**src/rtl/fetch_unit_pkg.sv**
```systemverilog
// Shared core definitions for instruction fetch: bubble PC, NOP word,
// fetch FSM state encoding and the IF/ID payload layout.
package fetch_unit_pkg;

  localparam int unsigned XLEN = 32;

  // Invalid PC the PC register drives during control hazards; never fetched.
  localparam logic [XLEN-1:0] BUBBLE_PC = 32'hffff_ff00;
  // addi x0,x0,0
  localparam logic [XLEN-1:0] NOP_INSTR = 32'h0000_0013;

  typedef enum logic [1:0] {
    IDLE = 2'd0,
    WAIT = 2'd1,
    DROP = 2'd2,
    HOLD = 2'd3
  } fetch_state_e;

  typedef struct packed {
    logic            valid;
    logic [XLEN-1:0] pc;
    logic [XLEN-1:0] instr;
  } ifid_t;

  function automatic ifid_t bubble_ifid();
    return '{valid: 1'b0, pc: BUBBLE_PC, instr: NOP_INSTR};
  endfunction

endpackage

```
**src/rtl/fetch_skid.sv**
```systemverilog
// One-entry pc/instr holding register used while IF/ID is stalled.
// Ports: load captures pc_d/instr_d; unload and clear empty the entry
// (unload when handed to IF/ID, clear when flushed); valid_q/pc_q/instr_q
// present the held entry.
module fetch_skid
  import fetch_unit_pkg::*;
(
  input  logic            clk,
  input  logic            rst_n,
  input  logic            load,
  input  logic            unload,
  input  logic            clear,
  input  logic [XLEN-1:0] pc_d,
  input  logic [XLEN-1:0] instr_d,
  output logic            valid_q,
  output logic [XLEN-1:0] pc_q,
  output logic [XLEN-1:0] instr_q
);

  always_ff @(posedge clk or negedge rst_n) begin
    if (!rst_n) begin
      valid_q <= 1'b0;
      pc_q    <= BUBBLE_PC;
      instr_q <= NOP_INSTR;
    end else if (clear || unload) begin
      valid_q <= 1'b0;
    end else if (load) begin
      valid_q <= 1'b1;
      pc_q    <= pc_d;
      instr_q <= instr_d;
    end
  end

endmodule

```
**src/rtl/fetch_unit.sv**
```systemverilog
// Instruction-fetch responder: fetches pc_i over a req/gnt/rvalid memory
// handshake and drives the IF/ID register, inserting NOP bubbles for the
// bubble PC and branch flushes and parking responses in a skid register
// during load-use stalls.
// Ports: pc_i/npc_o/fetch_busy_o to the PC register; stall_i,
// branch_taken_i/branch_target_i from the hazard unit and EX; imem_* memory
// handshake; id_valid_o/id_pc_o/id_instr_o IF/ID contents.
module fetch_unit
  import fetch_unit_pkg::*;
(
  input  logic            clk,
  input  logic            rst_n,
  input  logic [XLEN-1:0] pc_i,
  output logic [XLEN-1:0] npc_o,
  output logic            fetch_busy_o,
  input  logic            stall_i,
  input  logic            branch_taken_i,
  input  logic [XLEN-1:0] branch_target_i,
  output logic            imem_req_o,
  output logic [XLEN-1:0] imem_addr_o,
  input  logic            imem_gnt_i,
  input  logic            imem_rvalid_i,
  input  logic [XLEN-1:0] imem_rdata_i,
  output logic            id_valid_o,
  output logic [XLEN-1:0] id_pc_o,
  output logic [XLEN-1:0] id_instr_o
);

  fetch_state_e    state_q, state_d;
  ifid_t           ifid_q, ifid_d;
  logic            ifid_load;
  logic [XLEN-1:0] req_pc_q;
  logic            redir_v_q;
  logic [XLEN-1:0] redir_pc_q;
  logic            pc_is_bubble;
  logic            req_c;
  logic            busy_c;
  logic            skid_load, skid_unload, skid_clear;
  logic            skid_valid;
  logic [XLEN-1:0] skid_pc, skid_instr;

  assign pc_is_bubble = (pc_i == BUBBLE_PC);

  // State register
  always_ff @(posedge clk or negedge rst_n) begin
    if (!rst_n) state_q <= IDLE;
    else        state_q <= state_d;
  end

  // Next-state logic; flush beats stall
  always_comb begin
    state_d = state_q;
    case (state_q)
      IDLE: if (req_c && imem_gnt_i) state_d = WAIT;
      WAIT: begin
        // A flush coinciding with rvalid consumes that response directly
        if (branch_taken_i)     state_d = imem_rvalid_i ? IDLE : DROP;
        else if (imem_rvalid_i) state_d = stall_i ? HOLD : IDLE;
      end
      DROP: if (imem_rvalid_i) state_d = IDLE;
      HOLD: if (branch_taken_i || !stall_i) state_d = IDLE;
      default: state_d = IDLE;
    endcase
  end

  // Output logic: memory request, PC hold, IF/ID and skid control
  always_comb begin
    req_c       = 1'b0;
    busy_c      = 1'b0;
    ifid_load   = 1'b0;
    ifid_d      = ifid_q;
    skid_load   = 1'b0;
    skid_unload = 1'b0;
    skid_clear  = 1'b0;
    case (state_q)
      IDLE: begin
        // rst_n gating keeps the request quiet while reset is held
        req_c  = rst_n && !pc_is_bubble && !stall_i && !branch_taken_i;
        // Hold the PC from request through grant until the word returns
        busy_c = req_c;
        if (!stall_i && pc_is_bubble) begin
          ifid_load = 1'b1;
          ifid_d    = bubble_ifid();
        end
      end
      WAIT: begin
        busy_c = !imem_rvalid_i;
        if (imem_rvalid_i && !branch_taken_i) begin
          if (stall_i) begin
            skid_load = 1'b1;
          end else begin
            ifid_load = 1'b1;
            ifid_d    = '{valid: 1'b1, pc: req_pc_q, instr: imem_rdata_i};
          end
        end
      end
      DROP: busy_c = !imem_rvalid_i;
      HOLD: begin
        // Drop the hold on the release cycle so the PC advances with IF/ID
        busy_c = stall_i;
        if (branch_taken_i) begin
          skid_clear = 1'b1;
        end else if (!stall_i) begin
          skid_unload = 1'b1;
          ifid_load   = 1'b1;
          ifid_d      = '{valid: skid_valid, pc: skid_pc, instr: skid_instr};
        end
      end
      default: ;
    endcase
    if (branch_taken_i) begin
      ifid_load = 1'b1;
      ifid_d    = bubble_ifid();
    end
  end

  assign imem_req_o   = req_c;
  assign imem_addr_o  = {pc_i[XLEN-1:2], 2'b00};
  assign fetch_busy_o = busy_c;

  // PC of the outstanding request
  always_ff @(posedge clk or negedge rst_n) begin
    if (!rst_n)                  req_pc_q <= '0;
    else if (req_c && imem_gnt_i) req_pc_q <= pc_i;
  end

  // IF/ID pipeline register
  always_ff @(posedge clk or negedge rst_n) begin
    if (!rst_n)         ifid_q <= bubble_ifid();
    else if (ifid_load) ifid_q <= ifid_d;
  end

  assign id_valid_o = ifid_q.valid;
  assign id_pc_o    = ifid_q.pc;
  assign id_instr_o = ifid_q.instr;

  // Redirect latch keeps steering npc_o until the target PC is consumed
  always_ff @(posedge clk or negedge rst_n) begin
    if (!rst_n) begin
      redir_v_q  <= 1'b0;
      redir_pc_q <= '0;
    end else if (branch_taken_i) begin
      redir_v_q  <= 1'b1;
      redir_pc_q <= branch_target_i;
    end else if (redir_v_q && (pc_i == redir_pc_q) && !busy_c) begin
      redir_v_q  <= 1'b0;
    end
  end

  assign npc_o = branch_taken_i ? branch_target_i :
                 redir_v_q      ? redir_pc_q      :
                                  pc_i + XLEN'(4);

  fetch_skid u_skid (
    .clk     (clk),
    .rst_n   (rst_n),
    .load    (skid_load),
    .unload  (skid_unload),
    .clear   (skid_clear),
    .pc_d    (req_pc_q),
    .instr_d (imem_rdata_i),
    .valid_q (skid_valid),
    .pc_q    (skid_pc),
    .instr_q (skid_instr)
  );

endmodule
```
**config.mk**
```make
export PLATFORM = sky130hd
export DESIGN_NAME = fetch_unit
export DESIGN_NICKNAME = d
export VERILOG_FILES = /design/src/rtl/fetch_unit_pkg.sv /design/src/rtl/fetch_skid.sv /design/src/rtl/fetch_unit.sv
export SDC_FILE = /design/constraint.sdc
export NUM_CORES = 1
export LEC_CHECK = 0
export ABC_AREA = 1
export CAP_MARGIN = 10
export CORE_ASPECT_RATIO = 0.7
export CORE_UTILIZATION = 57
export CTS_BUF_LIST = sky130_fd_sc_hd__clkbuf_4
export CTS_CLUSTER_SIZE = 28
export DETAILED_ROUTE_END_ITERATION = 16
export PLACE_DENSITY = 0.95
export SLEW_MARGIN = 20
export SYNTH_ARGS = -nofsm -noshare
export SYNTH_HDL_FRONTEND = slang
export SYNTH_SLANG_ARGS = --single-unit
export TNS_END_PERCENT = 100
```
**constraint.sdc**
```tcl
create_clock -name clk -period 3.8 [get_ports clk]
set_input_delay 0.76 -clock clk [delete_from_list [all_inputs] [get_ports clk]]
set_output_delay 0.76 -clock clk [all_outputs]
set_load 0.01 [all_outputs]
```
==> impl_metrics.env <==
export IMPL_status="finished, final reports clean"
export IMPL_nFillCells=1321
export IMPL_cp_required_ns=3.04
export IMPL_h_tree_depth=4
export IMPL_async_reset_ff_share_pct=100
export IMPL_antenna_found_initial=0
export IMPL_swShare_pct=38.4
export IMPL_path_clk_slew_ns=0.18
export IMPL_finalPower_mw=7.62
export IMPL_cts_buffer_depth=2
export IMPL_postLayoutCellArea_sq_um=13600
export IMPL_drive_above_1_share_pct=12.9
export IMPL_worstSetupPathType="in2out"
export IMPL_switchingPower_mw=2.93
export IMPL_finClkSkew_ns=0.0226
export IMPL_ir_drop_mv=0.433
export IMPL_antenna_left=0
export IMPL_routed_wl_um=31500
export IMPL_worst_path_most_repeated_cell="nand2_1"
export IMPL_dieArea_sq_um=19200
export IMPL_syn_area_per_cell_sq_um=7.63
export IMPL_synth_most_common_cell="nand2_1"
export IMPL_period_share_pct=98.0
export IMPL_p_leak_nw=6.45
export IMPL_io_buffers=230
export IMPL_worst_pin_slew_ns=0.987
export IMPL_p_int_mw=4.69
export IMPL_ctsHoldBuffers=0
export IMPL_grt_overflow_total=0
export IMPL_clk_latency_ns=0.60
export IMPL_grt_max_degree=86
export IMPL_chipWidth_um=165
export IMPL_post_cts_buffers=0
export IMPL_pwr_share_comb_pct=39.4
export IMPL_drtIter0Drc=1227
export IMPL_cap_violations=0
export IMPL_cts_sinks=197
export IMPL_clkPwrFrac_pct=13.8
export IMPL_vias=10421
export IMPL_path_max_fanout=4
export IMPL_drc=0
export IMPL_synth_top_cell_area_share_pct=33.7
export IMPL_ys_seq_elements=197
export IMPL_cts_tree="done"
export IMPL_critPathSlowestCell="clkdlybuf4s50_1"
export IMPL_netlist_top_cells_area="dfrtp_1 (34%), nand2_1 (15%), dfstp_2 (13%), o21ai_0 (8.4%), nand3_1 (6.1%)"
export IMPL_critPathCaptureType="output pin"
export IMPL_vias_per_cell=5.60
export IMPL_netlist_area_sq_um=10600
export IMPL_root_buffer="clkbuf_4"
export IMPL_grt_usage_pct=33.7
export IMPL_synthTopCellsByCount="nand2_1 (432), o21ai_0 (178), dfrtp_1 (143), nand3_1 (129), inv_1 (126)"
export IMPL_first_pass_iters=6
export IMPL_grt_first_pass_wirelength_um=49700
export IMPL_cts_buffers=17
export IMPL_max_slew_margin_pct=34.2
export IMPL_core_sq_um=18100
export IMPL_min_delay_path_class="in2async"
export IMPL_antennaDiodeCount=0
export IMPL_ff2ff_setup_slack_ns=1.16
export IMPL_ys_types=37
export IMPL_synth_flop_cell="dfrtp_1"
export IMPL_ios=233
export IMPL_globalplace_congestion=0.942
export IMPL_area_growth_pct=28.3
export IMPL_timing_fmax_mhz=268
export IMPL_syn_inst=1391
export IMPL_rows=41
export IMPL_pwr_share_seq_pct=46.8
export IMPL_synth_edf_count=0
export IMPL_grt_pass1_vias=9639
export IMPL_start_util_pct=58.6
export IMPL_finalSetupViolations=0
export IMPL_cp_start_kind="input pin"
export IMPL_wl_per_cell_um=16.9
export IMPL_cp_arrival_ns=2.96
export IMPL_fin_nets=1720
export IMPL_slowest_delay_ns=0.56
export IMPL_final_max_slew_viol_count=0
export IMPL_cp_cell_sequence="clkdlybuf4s50_1 > nand2_2 > nor3_2 > nand2_2 > nor2_4 > nand2_1 > nor2_1 > nand2_1 > nand3_1 > nand2_1 > nand2_1 > clkdlybuf4s50_1"
export IMPL_post_dp_hpwl_um=22800
export IMPL_ys_seq_area_share_pct=47.1
export IMPL_hold_viol=0
export IMPL_placed_cell_area_sq_um=13200
export IMPL_period_minus_slack_ns=3.72
export IMPL_yosysTopAreaCell="dfrtp_1"
export IMPL_yosysWarnings=0
export IMPL_powerDensity_nw_per_um2=559
export IMPL_dieHeight_um=116
==> layer usage <==
metal | track usage, % | wire length (um)
met4 | 6.73 | 621
met2 | 51.5 | 14000
met3 | 8.13 | 3300
met1 | 49.0 | 13500
met5 | 0 | 0
==> cell type report <==
cell class / count / area (sq um) / share of cell area [%]
sequential: 197 / 5000 / 36.7
multi-input combinational: 951 / 4610 / 33.8
timing repair buffer: 313 / 2980 / 21.8
inverter: 131 / 492 / 3.61
tap: 236 / 295 / 2.17
clock buffer: 17 / 128 / 0.937
clock inverter: 15 / 128 / 0.937
==> critical path, delay by kind of cell <==
family | cells | cell delay, ns
and+or+nand+nor | 10 | 1.09
buffers and inverters | 2 | 1.09
==> power groups by stage <==
stage	logic, mW	registers (mW)	clock network (mW)
floorplan	1.62	3.62	0
global placement	2.88	3.54	0
detailed placement	2.99	3.59	0
CTS	2.99	3.55	1.07
global route	3.35	3.65	1.15
finish	3.00	3.56	1.05
==> logic make-up after synthesis <==
kind of cell	share of synthesized area (%)
buffers and inverters	10.7
and+or+nand+nor	25.3
adders and majority gates	0.825
other	0.0353
AOI/OAI and AO/OA	12.8
DFF	47.1
xor gates and xnor gates	3.30
==> state kept, by name, indices dropped and copies added, names as in the netlist <==
signal,count
id_instr_o,32
id_pc_o,32
redir_pc_q,32
req_pc_q,32
u_skid.instr_q,32
u_skid.pc_q,32
state_q,2
id_valid_o,1
redir_v_q,1
u_skid.valid_q,1
==> what timing repair did <==
| item | 4_1_cts | 5_1_grt |
|---|---|---|
| gates resized for setup | 10 | 39 |
| gates cloned | 0 | 0 |
| pin swaps | 0 | 4 |
| setup endpoints to repair | 10 | 21 |
==> metrics by stage <==
step / TNS (ns) / setup WS [ns] / cells / hold WS, ns / utilization [%]
global route: -0.0249 / -0.0249 / 1860 / 0.254 / 75.2
CTS: 0 / 0.0139 / 1860 / 0.242 / 74.6
global placement: -0.0163 / -0.0163 / 1828 / 0.452 / 73.1
floorplan: 0 / 1.05 / 1392 / 0.453 / -
detailed placement: -0.392 / -0.105 / 1828 / 0.457 / 73.1
finish: 0 / 0.0756 / 1860 / 0.265 / 75.2
==> final timing paths <==
check                            startpoint           end  depth (start not counted)
worst max-delay path                pc_i[8]     npc_o[21]                         12
worst min-delay path                  rst_n  req_pc_q[27]                          2
worst max register to register   state_q[1]    id_valid_o                         10
worst min register to register  id_pc_o[18]   id_pc_o[18]                          2
max in group asynchronous             rst_n    state_q[0]                          3
min in group clk                id_pc_o[18]   id_pc_o[18]                          2
==> cells in the final DEF, fill, tap and decap left out, types with 10 or more instances in the layout <==
master / instances
o21ai_1: 18
o211ai_1: 28
xnor2_1: 31
clkbuf_4: 17
dlymetal6s2s_1: 17
inv_1: 125
dfrtp_1: 143
o21ai_0: 177
buf_4: 81
nor3_2: 10
dfstp_2: 54
nand3_1: 128
nand2_1: 430
a21oi_1: 26
clkdlybuf4s50_1: 205
nor2_1: 40
(Power assumes the default switching activity.)
